[src/rtl/cpu_pkg.sv]
// Shared opcode, state and strobe definitions for the Mini SRC control sequencer.
// CU_MULDIV_EN enables the mul/div execute sequence; otherwise they decode as nop.
package cpu_pkg;

    localparam logic [4:0] OP_LD   = 5'b00000;
    localparam logic [4:0] OP_LDI  = 5'b00001;
    localparam logic [4:0] OP_ST   = 5'b00010;
    localparam logic [4:0] OP_ADD  = 5'b00011;
    localparam logic [4:0] OP_SUB  = 5'b00100;
    localparam logic [4:0] OP_SHR  = 5'b00101;
    localparam logic [4:0] OP_SHL  = 5'b00110;
    localparam logic [4:0] OP_ROR  = 5'b00111;
    localparam logic [4:0] OP_ROL  = 5'b01000;
    localparam logic [4:0] OP_AND  = 5'b01001;
    localparam logic [4:0] OP_OR   = 5'b01010;
    localparam logic [4:0] OP_ADDI = 5'b01011;
    localparam logic [4:0] OP_ANDI = 5'b01100;
    localparam logic [4:0] OP_ORI  = 5'b01101;
    localparam logic [4:0] OP_MUL  = 5'b01110;
    localparam logic [4:0] OP_DIV  = 5'b01111;
    localparam logic [4:0] OP_NEG  = 5'b10000;
    localparam logic [4:0] OP_NOT  = 5'b10001;
    localparam logic [4:0] OP_BRX  = 5'b10010;
    localparam logic [4:0] OP_JR   = 5'b10011;
    localparam logic [4:0] OP_IN   = 5'b10101;
    localparam logic [4:0] OP_OUT  = 5'b10110;
    localparam logic [4:0] OP_MFHI = 5'b10111;
    localparam logic [4:0] OP_MFLO = 5'b11000;
    localparam logic [4:0] OP_NOP  = 5'b11001;
    localparam logic [4:0] OP_HALT = 5'b11010;

    localparam logic [4:0] ALU_OP_ADD = OP_ADD;

    typedef enum logic [3:0] {
        ST_RST, ST_T0, ST_T1, ST_T2, ST_T3, ST_T4, ST_T5, ST_T6, ST_T7, ST_HALT
    } state_t;

    typedef struct packed {
        logic       pc_out;
        logic       mdr_out;
        logic       zlow_out;
        logic       zhigh_out;
        logic       lo_out;
        logic       hi_out;
        logic       inport_out;
        logic       ba_out;
        logic       c_out;
        logic       r_out;
        logic       pc_enable;
        logic       inc_pc;
        logic       mar_enable;
        logic       mdr_enable;
        logic       mdr_read;
        logic       ram_write;
        logic       ir_enable;
        logic       y_enable;
        logic       zlow_in;
        logic       zhigh_in;
        logic       hi_enable;
        logic       lo_enable;
        logic       r_in;
        logic       con_enable;
        logic       outport_enable;
        logic       gra;
        logic       grb;
        logic       grc;
        logic [4:0] alu_op;
        logic       run;
    } strobes_t;

    // Number of execute steps (T3 onward) before returning to T0.
    function automatic logic [2:0] exec_cycles(input logic [4:0] op);
        logic [2:0] n;
        case (op)
            OP_LD, OP_ST:                                   n = 3'd5;
            OP_LDI, OP_ADD, OP_SUB, OP_SHR, OP_SHL, OP_ROR,
            OP_ROL, OP_AND, OP_OR, OP_ADDI, OP_ANDI, OP_ORI: n = 3'd3;
            OP_NEG, OP_NOT:                                 n = 3'd2;
            OP_BRX:                                         n = 3'd4;
`ifdef CU_MULDIV_EN
            OP_MUL, OP_DIV:                                 n = 3'd4;
`endif
            default:                                        n = 3'd1;
        endcase
        return n;
    endfunction

endpackage

[src/rtl/cu_step_decode.sv]
// Combinational map from {state, opcode, CON_FF} to the full datapath strobe set.
// CU_MULDIV_EN selects whether mul/div get their own execute steps.
import cpu_pkg::*;

module cu_step_decode (
    input  state_t     state,
    input  logic [4:0] opcode,
    input  logic       con_ff,
    output strobes_t   strobes
);

    always_comb begin
        strobes     = '0;
        strobes.run = 1'b1;
        case (state)
            ST_T0: begin
                strobes.pc_out = 1'b1; strobes.mar_enable = 1'b1;
                strobes.inc_pc = 1'b1; strobes.zlow_in    = 1'b1;
            end
            ST_T1: begin
                strobes.zlow_out = 1'b1; strobes.pc_enable  = 1'b1;
                strobes.mdr_read = 1'b1; strobes.mdr_enable = 1'b1;
            end
            ST_T2: begin
                strobes.mdr_out = 1'b1; strobes.ir_enable = 1'b1;
            end
            ST_T3: begin
                case (opcode)
                    OP_ADD, OP_SUB, OP_SHR, OP_SHL, OP_ROR, OP_ROL, OP_AND, OP_OR,
                    OP_ADDI, OP_ANDI, OP_ORI: begin
                        strobes.grb = 1'b1; strobes.r_out = 1'b1; strobes.y_enable = 1'b1;
                    end
                    OP_LDI, OP_LD, OP_ST: begin
                        strobes.grb = 1'b1; strobes.ba_out = 1'b1; strobes.y_enable = 1'b1;
                    end
                    OP_NEG, OP_NOT: begin
                        strobes.grb = 1'b1; strobes.r_out = 1'b1;
                        strobes.alu_op = opcode; strobes.zlow_in = 1'b1;
                    end
`ifdef CU_MULDIV_EN
                    OP_MUL, OP_DIV: begin
                        strobes.gra = 1'b1; strobes.r_out = 1'b1; strobes.y_enable = 1'b1;
                    end
`endif
                    OP_BRX: begin
                        strobes.gra = 1'b1; strobes.r_out = 1'b1; strobes.con_enable = 1'b1;
                    end
                    OP_JR: begin
                        strobes.gra = 1'b1; strobes.r_out = 1'b1; strobes.pc_enable = 1'b1;
                    end
                    OP_IN: begin
                        strobes.inport_out = 1'b1; strobes.gra = 1'b1; strobes.r_in = 1'b1;
                    end
                    OP_OUT: begin
                        strobes.gra = 1'b1; strobes.r_out = 1'b1; strobes.outport_enable = 1'b1;
                    end
                    OP_MFHI: begin
                        strobes.hi_out = 1'b1; strobes.gra = 1'b1; strobes.r_in = 1'b1;
                    end
                    OP_MFLO: begin
                        strobes.lo_out = 1'b1; strobes.gra = 1'b1; strobes.r_in = 1'b1;
                    end
                    default: ;
                endcase
            end
            ST_T4: begin
                case (opcode)
                    OP_ADD, OP_SUB, OP_SHR, OP_SHL, OP_ROR, OP_ROL, OP_AND, OP_OR: begin
                        strobes.grc = 1'b1; strobes.r_out = 1'b1;
                        strobes.alu_op = opcode; strobes.zlow_in = 1'b1;
                    end
                    OP_ADDI, OP_ANDI, OP_ORI: begin
                        strobes.c_out = 1'b1; strobes.alu_op = opcode; strobes.zlow_in = 1'b1;
                    end
                    OP_LDI, OP_LD, OP_ST: begin
                        strobes.c_out = 1'b1; strobes.alu_op = ALU_OP_ADD; strobes.zlow_in = 1'b1;
                    end
                    OP_NEG, OP_NOT: begin
                        strobes.zlow_out = 1'b1; strobes.gra = 1'b1; strobes.r_in = 1'b1;
                    end
`ifdef CU_MULDIV_EN
                    OP_MUL, OP_DIV: begin
                        strobes.grb = 1'b1; strobes.r_out = 1'b1; strobes.alu_op = opcode;
                        strobes.zhigh_in = 1'b1; strobes.zlow_in = 1'b1;
                    end
`endif
                    OP_BRX: begin
                        strobes.pc_out = 1'b1; strobes.y_enable = 1'b1;
                    end
                    default: ;
                endcase
            end
            ST_T5: begin
                case (opcode)
                    OP_ADD, OP_SUB, OP_SHR, OP_SHL, OP_ROR, OP_ROL, OP_AND, OP_OR,
                    OP_ADDI, OP_ANDI, OP_ORI, OP_LDI: begin
                        strobes.zlow_out = 1'b1; strobes.gra = 1'b1; strobes.r_in = 1'b1;
                    end
                    OP_LD, OP_ST: begin
                        strobes.zlow_out = 1'b1; strobes.mar_enable = 1'b1;
                    end
`ifdef CU_MULDIV_EN
                    OP_MUL, OP_DIV: begin
                        strobes.zlow_out = 1'b1; strobes.lo_enable = 1'b1;
                    end
`endif
                    OP_BRX: begin
                        strobes.c_out = 1'b1; strobes.alu_op = ALU_OP_ADD; strobes.zlow_in = 1'b1;
                    end
                    default: ;
                endcase
            end
            ST_T6: begin
                case (opcode)
                    OP_LD: begin
                        strobes.mdr_read = 1'b1; strobes.mdr_enable = 1'b1;
                    end
                    // Store path: register value goes onto the bus, MDR loads from bus.
                    OP_ST: begin
                        strobes.gra = 1'b1; strobes.r_out = 1'b1; strobes.mdr_enable = 1'b1;
                    end
`ifdef CU_MULDIV_EN
                    OP_MUL, OP_DIV: begin
                        strobes.zhigh_out = 1'b1; strobes.hi_enable = 1'b1;
                    end
`endif
                    OP_BRX: begin
                        strobes.zlow_out  = con_ff;
                        strobes.pc_enable = con_ff;
                    end
                    default: ;
                endcase
            end
            ST_T7: begin
                case (opcode)
                    OP_LD: begin
                        strobes.mdr_out = 1'b1; strobes.gra = 1'b1; strobes.r_in = 1'b1;
                    end
                    OP_ST: strobes.ram_write = 1'b1;
                    default: ;
                endcase
            end
            ST_HALT: strobes.run = 1'b0;
            default: ;
        endcase
    end

endmodule

[src/rtl/control_unit.sv]
// Hardwired Mini SRC control sequencer: T0..T7 step register plus Moore strobe decode.
// CU_MULDIV_EN (see cpu_pkg) enables the mul/div execute sequence.
import cpu_pkg::*;

module control_unit (
    input  logic        Clock,
    input  logic        Clear,
    input  logic [31:0] IR,
    input  logic        CON_FF,
    output logic        PCout,
    output logic        MDRout,
    output logic        ZLowout,
    output logic        ZHighout,
    output logic        LOout,
    output logic        HIout,
    output logic        InPortout,
    output logic        BAout,
    output logic        Cout,
    output logic        R_out,
    output logic        PC_enable,
    output logic        IncPC,
    output logic        MAR_enable,
    output logic        MDR_enable,
    output logic        MDR_read,
    output logic        RAM_write,
    output logic        IR_enable,
    output logic        Y_enable,
    output logic        ZLowIn,
    output logic        ZHighIn,
    output logic        HI_enable,
    output logic        LO_enable,
    output logic        R_in,
    output logic        CON_enable,
    output logic        OutPort_enable,
    output logic        Gra,
    output logic        Grb,
    output logic        Grc,
    output logic [4:0]  ALU_op,
    output logic        Run
);

    state_t     state_reg;
    state_t     state_next;
    strobes_t   strobes;
    logic [4:0] opcode;
    logic [2:0] n_exec;
    logic       unused_ir;

    assign opcode    = IR[31:27];
    assign n_exec    = exec_cycles(opcode);
    assign unused_ir = ^IR[26:0];

    always_ff @(posedge Clock or posedge Clear) begin
        if (Clear) state_reg <= ST_RST;
        else       state_reg <= state_next;
    end

    // Each execute step returns to T0 once the opcode's step count is used up.
    always_comb begin
        state_next = ST_RST;
        case (state_reg)
            ST_RST:  state_next = ST_T0;
            ST_T0:   state_next = ST_T1;
            ST_T1:   state_next = ST_T2;
            ST_T2:   state_next = ST_T3;
            ST_T3:   state_next = (opcode == OP_HALT) ? ST_HALT :
                                  (n_exec == 3'd1)    ? ST_T0   : ST_T4;
            ST_T4:   state_next = (n_exec == 3'd2) ? ST_T0 : ST_T5;
            ST_T5:   state_next = (n_exec == 3'd3) ? ST_T0 : ST_T6;
            ST_T6:   state_next = (n_exec == 3'd4) ? ST_T0 : ST_T7;
            ST_T7:   state_next = ST_T0;
            ST_HALT: state_next = ST_HALT;
            default: state_next = ST_RST;
        endcase
    end

    cu_step_decode u_decode (
        .state   (state_reg),
        .opcode  (opcode),
        .con_ff  (CON_FF),
        .strobes (strobes)
    );

    always_comb begin
        PCout          = strobes.pc_out;
        MDRout         = strobes.mdr_out;
        ZLowout        = strobes.zlow_out;
        ZHighout       = strobes.zhigh_out;
        LOout          = strobes.lo_out;
        HIout          = strobes.hi_out;
        InPortout      = strobes.inport_out;
        BAout          = strobes.ba_out;
        Cout           = strobes.c_out;
        R_out          = strobes.r_out;
        PC_enable      = strobes.pc_enable;
        IncPC          = strobes.inc_pc;
        MAR_enable     = strobes.mar_enable;
        MDR_enable     = strobes.mdr_enable;
        MDR_read       = strobes.mdr_read;
        RAM_write      = strobes.ram_write;
        IR_enable      = strobes.ir_enable;
        Y_enable       = strobes.y_enable;
        ZLowIn         = strobes.zlow_in;
        ZHighIn        = strobes.zhigh_in;
        HI_enable      = strobes.hi_enable;
        LO_enable      = strobes.lo_enable;
        R_in           = strobes.r_in;
        CON_enable     = strobes.con_enable;
        OutPort_enable = strobes.outport_enable;
        Gra            = strobes.gra;
        Grb            = strobes.grb;
        Grc            = strobes.grc;
        ALU_op         = strobes.alu_op;
        Run            = strobes.run;
    end

endmodule

[config.mk]
export PLATFORM = sky130hd
export DESIGN_NAME = control_unit
export DESIGN_NICKNAME = d
export VERILOG_FILES = /design/src/rtl/cpu_pkg.sv /design/src/rtl/cu_step_decode.sv /design/src/rtl/control_unit.sv
export SDC_FILE = /design/constraint.sdc
export NUM_CORES = 1
export LEC_CHECK = 0
export ABC_AREA = 1
export BUFFER_PORTS_ARGS = -buffer_cell sky130_fd_sc_hd__buf_2
export CAP_MARGIN = 20
export CELL_PAD_IN_SITES_DETAIL_PLACEMENT = 1
export CELL_PAD_IN_SITES_GLOBAL_PLACEMENT = 2
export CORE_MARGIN = 8
export CORE_UTILIZATION = 15
export CTS_CLUSTER_DIAMETER = 150
export CTS_CLUSTER_SIZE = 10
export DETAILED_ROUTE_END_ITERATION = 10
export PLACE_DENSITY_LB_ADDON = 0.2
export SYNTH_ARGS = -nofsm -noshare
export SYNTH_HDL_FRONTEND = slang
export SYNTH_SLANG_ARGS = --single-unit
[constraint.sdc]
create_clock -name Clock -period 1.8 [get_ports Clock]
set_clock_uncertainty 0.05 [all_clocks]
set_input_delay 0.54 -clock Clock [delete_from_list [all_inputs] [get_ports Clock]]
set_output_delay 0.54 -clock Clock [all_outputs]
set_load 0.02 [all_outputs]
; Word level (Yosys, flattened, before mapping)
; Memory sizes are Yosys's and may differ from the RTL's.
; Index checks and enable logic that the tools add are counted.
[totals]
mem_count = 1
regBits = 4
mem_bits_ro = 96
elab_cells = 102
in_bits = 35
[mem_list]
columns = name, depth, word_bits, rd, rd_ports_with_merged_regs, wr, line
row1 = (name not given), 32, 3, 1, 0, 0, cpu_pkg.sv:74  ; case (op)
[classes]
n_reduce_logical = 15
muxes = 50
n_eq_ne = 35
[op_table]
columns = operator, count
row1 = "5-bit equality test, second input constant", 9
row2 = 4-bit case mux with 9 select lines, 1
row3 = 16-bit OR reduction, 2
row4 = "5-bit by 4-bit equality test with 1-bit output, second input constant", 6
row5 = 1-bit 2-to-1 mux, 26
row6 = "5-bit by 3-bit equality test with 1-bit output, second input constant", 4
row7 = "4-bit by 3-bit equality test with 1-bit output, second input constant", 4
row8 = 5-bit case mux with 3 select lines, 1
row9 = 14-bit OR reduction, 1
row10 = 4-bit 2-to-1 mux, 3
row11 = 1-bit case mux with 4 select lines, 3
row12 = 12-bit OR reduction, 1
row13 = 6-bit OR reduction, 2
row14 = 11-bit OR reduction, 1
row15 = "5-bit by 2-bit equality test with 1-bit output, second input constant", 2
row16 = 1-bit case mux with 2 select lines, 5
row17 = 5-bit case mux with 2 select lines, 1
row18 = 3-bit 2-to-1 mux, 3
row19 = "4-bit by 2-bit equality test with 1-bit output, second input constant", 2
row20 = "4-bit equality test, second input constant", 2
row21 = 8-bit OR reduction, 1
row22 = "3-bit by 2-bit equality test with 1-bit output, second input constant", 2
row23 = 1-bit case mux with 3 select lines, 2
row24 = 2-bit OR reduction, 3
row25 = other kinds (11), 13

; Longest topological paths before layout
; Gate-level depths: netlist of run 1.
; An unclocked memory read counts as a cell.
[depth]
ltp_word = 5
ltp_mapped = 8

; By module
; Synthesis of run 1 repeated with hierarchy kept, for this count alone.
[hier_totals]
cells_unflattened = 194
area_unflattened_um2 = 1026.0
[modules_own_cells]
columns = module, area_per_inst_um2, cells_per_inst, n_inst
row1 = cu_step_decode, 698.2, 142, 1
row2 = control_unit, 327.8, 52, 1

; Least setup slack after synthesis of run 1
; Ideal clock, no wire load.
[synth_path]
path_type = input port to output port
from = input port IR[28]
to = output port R_out
arrival_time_ps = 1484
setup_slack_ps = -274
cell_stages = 8
path_cell_list = buf_2 nand2_1 nand2_1 nand2_1 nand3_1 nor2_2 nor2_1 nand2_1
[synth_via]
elab_chain_cells = 4
elab_cells_between_ends = 23
[synth_lines]
columns = element, line
row1 = start: declaration, control_unit.sv:8  ; input logic [31:0] IR,
row2 = "5-bit equality test, or another cell as far along", cu_step_decode.sv:28  ; case (opcode)
row3 = 16-bit OR reduction (no source line) or 8-bit OR reduction (tied branches), --
row4 = "1-bit 2-to-1 mux, on equally long branches", "cu_step_decode.sv:28, cu_step_decode.sv:67"
row5 = 1-bit case mux with 3 select lines *, cu_step_decode.sv:15  ; case (state)
row6 = end: declaration, control_unit.sv:19  ; output logic R_out,
; Mark *: on every way between the ends. The rest lies on a longest branch, timed or not.

; Worst setup path in the final report of run 1
[layout_path]
from = input port IR[30]
to = output port ZLowIn
[layout_via]
elab_chain_cells = 4
elab_cells_between_ends = 23
[layout_lines]
columns = element, line
row1 = "5-bit by 2-bit equality test with 1-bit output, or another cell as far along", cu_step_decode.sv:67  ; case (opcode)
row2 = 14-bit OR reduction (no source line) or 2-bit OR reduction (tied branches), --
row3 = "1-bit 2-to-1 mux, on equally long branches", "cu_step_decode.sv:67, cu_step_decode.sv:28"
row4 = 1-bit case mux with 4 select lines *, cu_step_decode.sv:15
row5 = end: declaration, control_unit.sv:28  ; output logic ZLowIn,
; Marks and branches as above.

==> impl_metrics.yaml, run 1 <==
outcome:
  outcome: "complete, but fails checks"
  violations: "negative setup slack"
worst_setup_path:
  r2r_cells: 7
  path_class: "primary input to output pin"
  end_kind: "output pin"
  crit_path_start_kind: "primary input"
  required_ns: 1.21
  arrival_ns: 1.51
  path_max_fanout: 6
die:
  die_h_um: 91.48
  coreArea_um2: 5507
  io_pins: 69
  die-area_um2: 8369
  start_util_pct: 15.52
  fp.dieW_um: 91.48
  rows: 27
cts:
  clock_path_buffers: 2
  clock-sinks: 4
  cts_tree: "yes"
  cts_max_level: 1
  root_buffer: "clkbuf_8"
  path_clk_slew_ns: 0.03
  numCtsBuffers: 3
  insertion_delay_ns: 0.21
timing:
  finalCriticalPeriod_ns: 2.097
  final.setup.worst_slack_ns: -0.2966
  holdWs_ns: 0.1467
  fmax_mhz: 477.0
  setup_viol: 30
  slew_viol_final: 0
  finalCritPeriodShare_pct: 116.5
  hold_viol: 0
  tns_ns: -5.981
  rsz0062_at_grt: "yes"
run:
  maxCapViolCount: 0
placed_design:
  gp_congestion: 0.7807
  dpl.cell_count: 310
  place_area_um2: 1558
  portBuffers: 37
  dpl.hpwl_mm: 3.672
drt:
  wirelength_mm: 4.660
  drt-initial-drc-count: 22
  num_vias: 1389
  postRouteAntennaNets: 0
  vias_per_cell: 4.248
  drc: 0
  wl_per_cell_um: 14.25
  dr.pass1.iters: 3
grt:
  grt_pass1_wl_mm: 7.548
  grt_usage_pct: 10.73
  overflow: 0
  grt_pass1_vias: 1550
  antenna_found_initial: 0
  grt_max_degree: 10
layout:
  area_growth_pct: 161.6
  layout_common_cells: "50 x buf_4, 42 x buf_6, 17 x nand2_2, 17 x nor2_4, 15 x nand2_1"
  postLayoutCoreUtil_pct: 40.60
  antennaDiodeCount: 0
  drive_above_1_share_pct: 73.33
  stdcell_count: 327
  nets: 292
  fin_area_um2: 2236
  layout_commonest_cell: "buf_4"
  largest_register_ffs: 4
pwr:
  switching_share_pct: 48.21
  vdd_drop_max_mv: 0.4466
  clockPowerShare_pct: 8.5
  p_int_uw: 1116
  p_per_area_nw_per_um2: 963.7
  p_switching_uw: 1039
  pwr-share-seq_pct: 8.5
  combPwrFrac_pct: 82.9
  power.leakage_uw: 0.001085
synth:
  ys_types: 23
  yosysSeqAreaShare_pct: 11.71
  syn_area_per_cell_um2: 5.443
  netlist_instances: 157
  ys_ff_latch: 4
  netlist_area_um2: 854.6
  ys_warn_count: 0
hold_path:
  min_path_type: "primary input to asynchronous set/reset pin"
kinds of logic (layout without fill, tap and decap cells):
group | after synthesis | count (layout) | share of synthesized area, %
and+or+nand+nor | 106 | 106 | 61.05
other | 1 | 4 | 0.4388
DFF | 4 | 4 | 11.71
buffers and inverters | 30 | 125 | 16.11
AOI/OAI and AO/OA | 16 | 16 | 10.69
timing repair:
action,in CTS,in global routing
hold buffers,0,0
resized for setup,122,41
pin swaps,21,21
setup buffers,4,10
endpoints found under the setup margin,30,30
final timing paths:
check / start / endpoint / slack, ns
max in group asynchronous: Clear / state_reg[1] / 1.40
hold reg to reg: state_reg[3] / state_reg[0] / 0.58
min in group Clock: state_reg[3] / state_reg[0] / 0.58
setup reg to reg: state_reg[3] / state_reg[0] / 0.49
hold / removal: Clear / state_reg[0] / 0.15
setup / recovery: IR[30] / ZLowIn / -0.30
cell type report:
cell class | instances | area, um^2
tap | 72 | 90.09
timing repair buffer | 99 | 943.4
multi-input combinational | 126 | 940.9
clock buffer | 3 | 41.29
sequential | 4 | 101.3
fill | 660 | 3271
inverter | 23 | 118.9
power by group through the flow:
stage	Combinational, uW	Sequential (uW)	Clock, uW
2_1_floorplan	655	159	0
3_3_place_gp	1170	163	0
3_5_place_dp	1180	166	0
4_1_cts	1580	176	189
5_1_grt	1910	190	192
6_report	1790	184	184
metal layers:
layer,share of wire (%),track usage [%]
met5,0,0
met4,0.90,2.865
met3,3.1,1.399
met2,52,19.27
met1,44,12.96
critical path: stages:
cell,delay [ns]
buf_12,0.12
nor2_4,0.15
nand2_2,0.09
nor2_4,0.15
nand2_2,0.10
buf_6,0.13
nand3b_1,0.09
buf_6,0.12
per-stage QoR:
step	setup slack, ns	total power, uW
global route	-0.3829	2290
detailed placement	-0.4118	1345
floorplan	-0.2089	814.5
CTS	-0.2954	1941
finish	-0.2966	2155
global placement	-0.3909	1330
synthesized netlist by cell type (all sizes together):
master | n | area share (%)
a21boi | 1 | 1.3
o21ai | 9 | 5.3
nand2 | 43 | 21
dfrtp | 4 | 12
inv | 23 | 10
nand4 | 8 | 5.9
conb | 1 | 0.44
nand3b | 1 | 0.88
nor2 | 32 | 19
nor3 | 2 | 1.2
nand3 | 20 | 13
buf | 7 | 6.0
o211ai | 2 | 1.8
a21oi | 4 | 2.3
Note: power is estimated with default switching activity, not from simulation.
==> inputs of run 2 (changes only) <==
CORE_UTILIZATION = 18   (was 15)
CTS_CLUSTER_SIZE = 20   (was 10)
clock period = 2.5 ns   (was 1.8 ns; I/O delays follow)
==> impl_metrics.yaml, run 2 (synthesized netlist as in run 1, its figures left out) <==
die:
  io_pins: 69
  fp.dieW_um: 84.90
  die-area_um2: 7208
  coreArea_um2: 4661
  die_h_um: 84.90
  rows: 25
  start_util_pct: 18.34
placed_design:
  place_area_um2: 1292
  dpl.hpwl_mm: 3.305
  pre_cts_slack_ns: -0.1819
  gp_congestion: 0.7872
  portBuffers: 37
  dpl.cell_count: 274
timing:
  setup_viol: 3
  finalCritPeriodShare_pct: 101.0
  rsz0062_at_grt: "yes"
  hold_viol: 0
  finalCriticalPeriod_ns: 2.524
  fmax_mhz: 396.2
  slew_viol_final: 0
  holdWs_ns: 0.3553
  final.setup.worst_slack_ns: -0.02417
worst_setup_path:
  r2r_cells: 5
  worst_path_most_repeated_cell: "nand2_2"
  path_cells: "buf_8, nor2_4, nand2_2, nor2_4, nand2_2, a21boi_4, nand2_2, buf_6"
  rrSetupSlack_ns: 1.14
  arrival_ns: 1.72
  setup.worst_path.end: "ALU_op[0]"
  path_class: "primary input to output pin"
  required_ns: 1.70
  end_kind: "output pin"
  r2r_start: "state_reg[3]"
  timing.rr.end: "state_reg[3]"
  critPathMaxStageDelay_ns: 0.17
  crit_family: "simple AND/OR/NAND/NOR gates"
  cp_num_buf_inv: 2
  crit_cells: 8
  crit_start: "IR[30]"
  path_max_fanout: 5
  crit_path_start_kind: "primary input"
  crit_slowest_cell: "nor2_4"
run:
  maxCapViolCount: 0
layout:
  antennaDiodeCount: 0
  area_growth_pct: 88.43
  layout_common_cells: "42 x buf_4, 27 x nand2_1, 19 x nor2_1, 18 x buf_2, 16 x inv_1"
  stdcell_count: 283
  layout_commonest_cell: "buf_4"
  drive_above_1_share_pct: 52.84
  nFillCells: 606
  fin_area_um2: 1610
  nets: 266
  largest_register_ffs: 4
cts:
  insertion_delay_ns: 0.22
  cts_max_level: 1
  root_buffer: "clkbuf_8"
  ctsHoldBuffers: 0
  clock-sinks: 4
  clock_path_buffers: 2
  cts_tree: "yes"
  numCtsBuffers: 3
  path_clk_slew_ns: 0.03
grt:
  antenna_found_initial: 0
  grt_usage_pct: 11.20
  grt_pass1_wl_mm: 6.706
  overflow: 0
  grt_max_degree: 10
  grt_pass1_vias: 1351
pwr:
  p_per_area_nw_per_um2: 611.3
  vdd_drop_max_mv: 0.2319
  total_power_uw: 984.3
  power.leakage_uw: 0.0008721
outcome:
  outcome: "complete, but fails checks"
  violations: "negative setup slack"
drt:
  wl_per_cell_um: 14.47
  postRouteAntennaNets: 0
  dr.pass1.iters: 4
  drc: 0
  num_vias: 1274
  vias_per_cell: 4.502
  wirelength_mm: 4.095
  drt-initial-drc-count: 52
hold_path:
  min_path_type: "primary input to asynchronous set/reset pin"
-- run 2: cell type report --
type / count / area, um^2 / share of cell area [%]
tap: 54 / 67.56 / 4.196
sequential: 4 / 100.1 / 6.216
inverter: 23 / 93.84 / 5.828
multi-input combinational: 126 / 743.2 / 46.15
clock buffer: 3 / 41.29 / 2.564
timing repair buffer: 73 / 564.3 / 35.04
-- run 2: repair_timing --
action	in CTS	in global routing
pin swaps	8	18
resized for setup	34	38
gates cloned	0	0
setup endpoints to repair	19	17
buffers inserted	4	2
-- run 2: stage by stage --
stage / util [%] / TNS, ns
floorplan: - / 0
finish: 34.55 / -0.04616
CTS: 31.70 / -0.04698
global placement: 27.73 / -1.105
global route: 34.55 / -0.5574
detailed placement: 27.73 / -1.290
-- run 2: worst min path at each step --
stage / start / endpoint / slack (ns) / cells after the start
2_1_floorplan: Clear / state_reg[0] / 0.47 / 1
3_3_place_gp: Clear / state_reg[1] / 0.58 / 2
3_5_place_dp: Clear / state_reg[1] / 0.58 / 2
4_1_cts: Clear / state_reg[0] / 0.36 / 2
5_1_grt: Clear / state_reg[3] / 0.36 / 2
6_report: Clear / state_reg[0] / 0.36 / 2
-- run 2: per-layer routing --
layer / up-vias / global-route usage, % / wire (um)
li1: 647 / - / -
met1: 594 / 13.99 / 1938
met2: 31 / 19.90 / 2027
met3: 2 / 1.834 / 121
met4: 0 / 1.456 / 8
met5: - / 0 / 0
-- run 2: worst reg2reg max path: stages, from the launching register on --
cell	delay, ns
dfrtp_1	0.42
inv_2	0.09
nand2_2	0.09
nor2_1	0.24
inv_1	0.13
o211ai_1	0.24
-- run 2: power by group --
group | internal [uW] | switching [uW] | total, uW
sequential | 94.2 | 27.0 | 121
clock | 102 | 32.1 | 135
combinational | 258 | 470 | 729
total | 455 | 529 | 984
==> inputs of run 3 (changes only) <==
CTS_BUF_LIST = sky130_fd_sc_hd__clkbuf_16   (was unset)
PLACE_DENSITY_LB_ADDON = 0.12   (was 0.2)
==> impl_metrics.yaml, run 3 (synthesized netlist as in run 1, its figures left out) <==
layout:
  regArea_um2: 100.1
  multi_input_area_um2: 753.2
  largest_register_ffs: 4
  postLayoutCoreUtil_pct: 35.36
  layout_commonest_cell: "buf_4"
  antennaDiodeCount: 0
  layout_common_cells: "38 x buf_4, 25 x nand2_1, 18 x nor2_1, 18 x buf_2, 16 x inv_1"
  nets: 263
  fin_area_um2: 1648
  nFillCells: 607
  drive_above_1_share_pct: 53.98
  area_growth_pct: 92.83
cts:
  clock_path_buffers: 2
  numCtsBuffers: 3
  cts_tree: "yes"
  cts_max_level: 1
  root_buffer: "clkbuf_16"
  clock-sinks: 4
  insertion_delay_ns: 0.22
  path_clk_slew_ns: 0.03
  ctsHoldBuffers: 0
placed_design:
  dpl.hpwl_mm: 3.357
  gp_congestion: 0.8416
  portBuffers: 37
  pre_cts_slack_ns: -0.1330
  place_area_um2: 1300
die:
  die-area_um2: 7208
  die_h_um: 84.90
  start_util_pct: 18.34
  rows: 25
  io_pins: 69
  fp.dieW_um: 84.90
  coreArea_um2: 4661
drt:
  postRouteAntennaNets: 0
  num_vias: 1253
  dr.pass1.iters: 4
  drc: 0
  wirelength_mm: 4.094
  drt-initial-drc-count: 38
  wl_per_cell_um: 14.62
  vias_per_cell: 4.475
pwr:
  total_power_uw: 1136
  p_per_area_nw_per_um2: 689.3
  power.leakage_uw: 0.0008700
  vdd_drop_max_mv: 0.2914
timing:
  finalCritPeriodShare_pct: 100.3
  finalCriticalPeriod_ns: 2.507
  setup_viol: 1
  hold_viol: 0
  final.setup.worst_slack_ns: -0.007321
  rsz0062_at_grt: "yes"
  fmax_mhz: 398.8
  slew_viol_final: 0
grt:
  grt_pass1_vias: 1376
  antenna_found_initial: 0
  gr-max-usage-layer: "met2"
  grt_pass1_wl_mm: 6.658
  use_met2_pct: 18.97
  met1_usage_pct: 13.94
  overflow: 0
  grt_usage_pct: 11.18
  grt_max_degree: 10
  use_met3_pct: 3.089
hold_path:
  min_path_type: "primary input to asynchronous set/reset pin"
run:
  maxCapViolCount: 0
worst_setup_path:
  required_ns: 1.70
  arrival_ns: 1.71
  end_kind: "output pin"
  path_max_fanout: 4
  crit_path_start_kind: "primary input"
  path_class: "primary input to output pin"
outcome:
  violations: "negative setup slack"
  outcome: "complete, but fails checks"
[run 3: cell count changes in the layout (fill, tap and decap cells not counted), moves of 3 or more]
cell and delta:
clkbuf_16 +3, buf_4 -4, nand2_2 +3, clkbuf_8 -3
[run 3: timing repair]
action | CTS | global route
pin swaps | 9 | 25
setup buffers | 2 | 0
setup endpoints to repair | 14 | 20
gates resized for setup | 29 | 55
gates cloned | 0 | 0
[run 3: path summary, 6_finish.rpt]
path / from / end / slack, ns / cells past startpoint
worst max-delay path: IR[30] / ALU_op[0] / -0.007 / 8
worst min-delay path: Clear / state_reg[2] / 0.36 / 2
worst max register to register: state_reg[3] / state_reg[0] / 1.12 / 7
worst min register to register: state_reg[3] / state_reg[0] / 0.62 / 2
max in group asynchronous: Clear / state_reg[3] / 1.87 / 2
min in group Clock: state_reg[3] / state_reg[0] / 0.62 / 2
[run 3: stage by stage]
step / hold slack (ns) / TNS, ns / instances
final: 0.3614 / -0.007321 / 280
after global routing: 0.3773 / -0.3983 / 280
after CTS: 0.3663 / -0.05173 / 280
after detailed placement: 0.5918 / -0.7568 / 275
after global placement: 0.5830 / -0.7500 / 275
after floorplan: 0.4661 / 0 / 160
[run 3: critical path, cell delays in order]
cell	delay (ns)
buf_12	0.11
nor2_4	0.15
nand2_2	0.10
nor2_4	0.16
nand2_2	0.09
a21boi_4	0.15
nand2_1	0.07
buf_6	0.12
[run 3: routing by layer]
metal  wire [um]  part of all wire [%]
met4           0                     0
met1        1919                    47
met5           0                     0
met2        1962                    48
met3         212                   5.2
[run 3: area by class of cell]
cell class                 count  area share, %
sequential                     4          6.074
clock buffer                   3          4.556
timing repair buffer          70          33.41
inverter                      23          6.150
multi-input combinational    126          45.71
tap                           54          4.100
[run 3: power breakdown]
part           internal (uW)  switching, uW
clock                    204           45.1
sequential              94.2           29.6
combinational            274            489
